[src/rtl/ysyx_040750_resp_demux_nbit_mport.sv]
// Response demultiplexer: steers responses from one shared downstream channel
// back to the requester that issued the matching request. One-hot requester
// tags are queued in order at request accept and consumed at response accept.
// A single registered output stage gives one cycle of response-to-port latency.
module ysyx_040750_resp_demux_nbit_mport #(
  parameter int N = 64,
  parameter int M = 4,
  parameter int D = 4
) (
  input  logic             I_sys_clk,
  input  logic             I_rst,
  input  logic             I_req_fire,
  input  logic [M-1:0]     I_req_sel,
  output logic             O_tag_full,
  output logic             O_tag_empty,
  input  logic             I_resp_valid,
  input  logic [N-1:0]     I_resp_data,
  output logic             O_resp_ready,
  output logic [M-1:0]     O_port_valid,
  output logic [N*M-1:0]   O_port_data,
  input  logic [M-1:0]     I_port_ready,
  output logic             O_err
);

  localparam int AW = $clog2(D);
  localparam logic [AW:0]  PTR_ONE = (AW+1)'(1);
  localparam logic [M-1:0] SEL_ONE = M'(1);

  logic [AW:0]  wr_ptr_q, wr_ptr_d;
  logic [AW:0]  rd_ptr_q, rd_ptr_d;
  logic [M-1:0] tag_mem_q [D];
  logic [M-1:0] tag_mem_d [D];
  logic         out_valid_q, out_valid_d;
  logic [M-1:0] out_tag_q, out_tag_d;
  logic [N-1:0] out_data_q, out_data_d;
  logic         err_q, err_d;

  logic         tag_full;
  logic         tag_empty;
  logic         sel_onehot;
  logic         push;
  logic         push_reject;
  logic         out_fire;
  logic         resp_ready;
  logic         resp_acc;
  logic [M-1:0] head_tag;

  // Occupancy flags from the wrap-bit pointer pair; full is judged before any pop this cycle
  always_comb begin
    tag_empty = (wr_ptr_q == rd_ptr_q);
    tag_full  = (wr_ptr_q[AW] != rd_ptr_q[AW]) &&
                (wr_ptr_q[AW-1:0] == rd_ptr_q[AW-1:0]);
    head_tag  = tag_mem_q[rd_ptr_q[AW-1:0]];
  end

  // Handshake decode: legal pushes, rejected pushes, output drain and response accept
  always_comb begin
    sel_onehot  = (I_req_sel != '0) && ((I_req_sel & (I_req_sel - SEL_ONE)) == '0);
    push        = I_req_fire && !tag_full && sel_onehot;
    push_reject = I_req_fire && (tag_full || !sel_onehot);
    out_fire    = out_valid_q && (|(out_tag_q & I_port_ready));
    resp_ready  = !tag_empty && (!out_valid_q || out_fire);
    resp_acc    = I_resp_valid && resp_ready;
  end

  // Next-state for tag storage, pointers, output stage and the sticky error
  always_comb begin
    tag_mem_d   = tag_mem_q;
    wr_ptr_d    = wr_ptr_q;
    rd_ptr_d    = rd_ptr_q;
    out_valid_d = out_valid_q;
    out_tag_d   = out_tag_q;
    out_data_d  = out_data_q;
    err_d       = err_q | push_reject;

    if (push) begin
      tag_mem_d[wr_ptr_q[AW-1:0]] = I_req_sel;
      wr_ptr_d = wr_ptr_q + PTR_ONE;
    end

    if (resp_acc) begin
      out_valid_d = 1'b1;
      out_tag_d   = head_tag;
      out_data_d  = I_resp_data;
      rd_ptr_d    = rd_ptr_q + PTR_ONE;
    end else if (out_fire) begin
      out_valid_d = 1'b0;
    end
  end

  // State registers; reset drops all queued tags and any held response
  always_ff @(posedge I_sys_clk or posedge I_rst) begin
    if (I_rst) begin
      wr_ptr_q    <= '0;
      rd_ptr_q    <= '0;
      out_valid_q <= 1'b0;
      out_tag_q   <= '0;
      out_data_q  <= '0;
      err_q       <= 1'b0;
      for (int i = 0; i < D; i++) begin
        tag_mem_q[i] <= '0;
      end
    end else begin
      wr_ptr_q    <= wr_ptr_d;
      rd_ptr_q    <= rd_ptr_d;
      out_valid_q <= out_valid_d;
      out_tag_q   <= out_tag_d;
      out_data_q  <= out_data_d;
      err_q       <= err_d;
      tag_mem_q   <= tag_mem_d;
    end
  end

  assign O_tag_full   = tag_full;
  assign O_tag_empty  = tag_empty;
  assign O_resp_ready = resp_ready;
  assign O_port_valid = {M{out_valid_q}} & out_tag_q;
  assign O_err        = err_q;

  // Only the addressed port sees data; every other slice is forced to zero
  for (genvar gi = 0; gi < M; gi++) begin : g_port_data
    assign O_port_data[gi*N +: N] = (out_valid_q && out_tag_q[gi]) ? out_data_q : '0;
  end

endmodule
[config.mk]
export PLATFORM = sky130hd
export DESIGN_NAME = ysyx_040750_resp_demux_nbit_mport
export DESIGN_NICKNAME = d
export VERILOG_FILES = /design/src/rtl/ysyx_040750_resp_demux_nbit_mport.sv
export SDC_FILE = /design/constraint.sdc
export NUM_CORES = 1
export LEC_CHECK = 0
export ABC_AREA = 0
export CAP_MARGIN = 20
export CORE_AREA = 2 2 130 132
export CTS_BUF_LIST = sky130_fd_sc_hd__clkbuf_4
export CTS_CLUSTER_SIZE = 8
export DETAILED_ROUTE_END_ITERATION = 8
export DIE_AREA = 0 0 132 134
export GPL_ROUTABILITY_DRIVEN = 0
export PLACE_DENSITY = 0.78
export SLEW_MARGIN = 0
export SYNTH_ARGS = -nofsm -noshare
export SYNTH_HDL_FRONTEND = slang
export SYNTH_SLANG_ARGS = --single-unit
[constraint.sdc]
create_clock -name I_sys_clk -period 2.9 [get_ports I_sys_clk]
set_input_delay 0.58 -clock I_sys_clk [delete_from_list [all_inputs] [get_ports I_sys_clk]]
set_output_delay 0.58 -clock I_sys_clk [all_outputs]
set_load 0.02 [all_outputs]
==> flow_summary_export.csv <==
group,metric,value,unit
status,outcome,"finished, final reports clean",
hold_path,holdPathEnd,"O_err$_DFF_PP0_",
cells_and_area,syn_to_final_growth,66.8,%
sta,hold_viol,0,
setup_path,path_max_fanout,140,
logic_synthesis,yosys-top-cells-count,"and3_1 (256), dfrtp_1 (92), mux2_1 (86), clkbuf_1 (57), buf_6 (7)",
detailed_routing,routed_wl,20.2,mm
detailed_routing,ant_nets,0,
grt,grtUsageTotal,0.219,
setup_path,r2r_slack,0.89,ns
hold_path,hold_class,"reg2reg",
clock_tree,cts.path.max_buffers,2,
sta,hold_ws,0.489,ns
grt,grt_pass1_vias,5013,
setup_path,worstSetupPathType,"reg2out",
power,peakVddDrop,0.912,mV
logic_synthesis,ys_seq_area_frac,0.409,
logic_synthesis,syn_inst,546,
sta,period_needed,2.78,ns
logic_synthesis,syn_area,0.00563,sq mm
setup_path,required,2.32,ns
cells_and_area,n_fill_cell,1440,
clock_tree,worst_skew_pair.late_latency,0.47,ns
logic_synthesis,synthArstFlopShare,1.00,
clock_tree,htreeDepth,3,
hold_path,whs_path_depth,1,
setup_path,rr_startpoint,"out_tag_q[1]$_DFFE_PP0P_",
clock_tree,post_cts_buffers,0,
sta,rsz0062_at_grt,"no",
sta,post-route-period-util,0.958,
sta,max_slew.worst_pin.slew,0.498,ns
logic_synthesis,synthMuxAreaShare,0.188,
hold_path,min_from,"O_err$_DFF_PP0_",
detailed_routing,dr.pass1.iters,5,
logic_synthesis,synth_area_leaders,"dfrtp_1 (41%), and3_1 (28%), mux2_1 (17%)",
grt,overflow,0,
clock_tree,clk_pin_slew,0.14,ns
logic_synthesis,synth-simple-area-share,0.310,
sta,relSlewSlack,0.668,
die,coreArea,0.0163,sq mm
setup_path,critPathArrivalTime,2.20,ns
logic_synthesis,synth_adder_area_share,0.0111,
placement,numPortBuffers,339,
detailed_routing,viasPerCell,5.09,
logic_synthesis,synth_top_family_by_area,"simple AND/OR/NAND/NOR gates",
detailed_routing,vias,5459,
sta,setup_viol,0,
cells_and_area,register_area,0.00232,sq mm
logic_synthesis,synth_area_per_cell,10.3,sq um
logic_synthesis,synth_edf_count,0,
logic_synthesis,ys_ff_latch,92,
clock_tree,cts-root-buf,"clkbuf_4",
clock_tree,cts_buffers,9,
logic_synthesis,synth_largest_area_cell,"dfrtp_1",
cells_and_area,final_layout_size_suffix_gt1_frac,0.0611,
clock_tree,cts_num_sinks,92,
grt,grt_max_degree,141,
sta,fin_setup_tns,0,ns
logic_synthesis,yosysMostFrequentCell,"and3_1",
sta,fin_skew,0.0255,ns
logic_synthesis,ys_types,26,
logic_synthesis,synth_ff_type,"dfrtp_1",
grt,antenna_found_initial,1,
cells_and_area,finalNetCount,927,
logic_synthesis,yosysTopAreaCellShare,0.409,
logic_synthesis,synth-compound-area-share,0.0136,
sta,final_max_slew_viol_count,0,
power,power_leakage,0.00450,uW
placement,place_hpwl,14.5,mm
logic_synthesis,ys_warn_count,0,
power,powerDensity,1160,mW/mm^2
die,die_w,132,um
grt,grt_pass1_wl,30.4,mm
setup_path,start_kind,"register",
die,pin_count,340,
detailed_routing,drc_errors,0,
detailed_routing,drt_iter0_drc,372,
clock_tree,tritoncts,"built",
sta,max_freq,360,MHz
setup_path,r2r.worst_path.cells,5,
logic_synthesis,syn-num-nets,627,
die,dieArea,0.0177,sq mm
die,dieHeight,134,um
cells_and_area,multi_input_area,0.00303,sq mm
logic_synthesis,synthXorXnorAreaFrac,0.0124,
setup_path,cp-end-kind,"primary output",
setup_path,r2r_end,"out_data_q[10]$_DFFE_PP0P_",
flow_run,drv_cap,0,
die,start_util,0.346,
die,fp-row-count,47,
detailed_routing,wire_per_inst,18.8,um
state kept, by name, summed over array words and instances, names as in the netlist:
signal       count
O_err            1
out_data_q      64
rd_ptr_q         3
wr_ptr_q         3
out_tag_q        4
out_valid_q      1
tag_mem_q       16
stage by stage:
step | std cells | worst slack [ns] | area, sq um | utilization | total power (uW)
finish | 1073 | 0.121 | 9390 | 0.576 | 10900
global route | 1073 | 0.0137 | 9390 | 0.576 | 11500
CTS | 1071 | 0.0824 | 9370 | 0.575 | 10900
detailed placement | 1055 | 0.223 | 9220 | 0.566 | 10200
global placement | 1055 | 0.257 | 9220 | 0.566 | 10000
floorplan | 546 | 0.935 | 5630 | - | 6670
placed cells by master (no fill, tap or decap), types with 2 or more instances in the layout:
master	count
xnor2_1	5
mux4_2	4
nand2_1	4
dfrtp_2	5
xor2_1	2
clkinvlp_4	3
buf_12	7
and2_1	4
dfrtp_1	85
nand3_1	3
dfrtp_4	2
clkbuf_4	10
clkdlybuf4s50_1	338
inv_6	2
mux2_1	86
buf_4	9
ha_1	5
inv_1	3
diode_2	2
and3_1	256
nand4_2	3
routing by layer:
| metal | track usage | wire (um) | vias to the layer above |
|---|---|---|---|
| met4 | 0.0743 | 496 | 0 |
| met2 | 0.378 | 10300 | 188 |
| met5 | 0 | 0 | - |
| li1 | - | - | 2577 |
| met3 | 0.0446 | 1110 | 37 |
| met1 | 0.274 | 8260 | 2657 |
worst max-delay path by stage:
stage,start,to,slack (ns),cells past startpoint
floorplan,I_port_ready[0],out_data_q[57]$_DFFE_PP0P_,0.93,6
global placement,I_port_ready[0],O_resp_ready,0.26,4
detailed placement,I_port_ready[0],O_resp_ready,0.22,4
CTS,rd_ptr_q[1]$_DFFE_PP0P_,O_resp_ready,0.08,5
global route,rd_ptr_q[0]$_DFFE_PP0P_,O_tag_empty,0.01,4
finish,out_valid_q$_DFFE_PP0P_,O_port_data[120],0.12,3
cell type report:
| type | instances | share of cell area |
|---|---|---|
| timing repair buffer | 355 | 0.384 |
| multi-input combinational | 384 | 0.322 |
| sequential | 92 | 0.247 |
| tap | 220 | 0.0293 |
| clock buffer | 10 | 0.00799 |
| clock inverter | 6 | 0.00759 |
| inverter | 4 | 0.00200 |
| antenna | 2 | 0.000533 |
critical path: stages, from the launching register on:
cell	delay (ns)
dfrtp_4	0.47
buf_12	0.32
and3_1	0.26
clkdlybuf4s50_1	0.62
timing repair:
action,in CTS,in global routing
endpoints found under the setup margin,3,2
endpoints found under the hold margin,0,0
hold buffers,0,0
gates resized for setup,2,3
power breakdown:
part           leakage, uW  switching, uW  total, uW  internal, uW
clock network    0.0000736            462        742           280
registers          0.00109            893       2840          1950
logic              0.00334           3700       7280          3580
total              0.00450           5050      10900          5810
logic make-up (layout without fill, tap and decap cells):
family          after synthesis  after routing
flops                        92             92
fa+ha+maj                     5              5
other cells                   0              2
simple gates                274            274
buf+inv                      70            375
mux                          90             90
compound gates                7              7
xor+xnor                      8              8
Note: power is estimated with default switching activity, not from simulation.
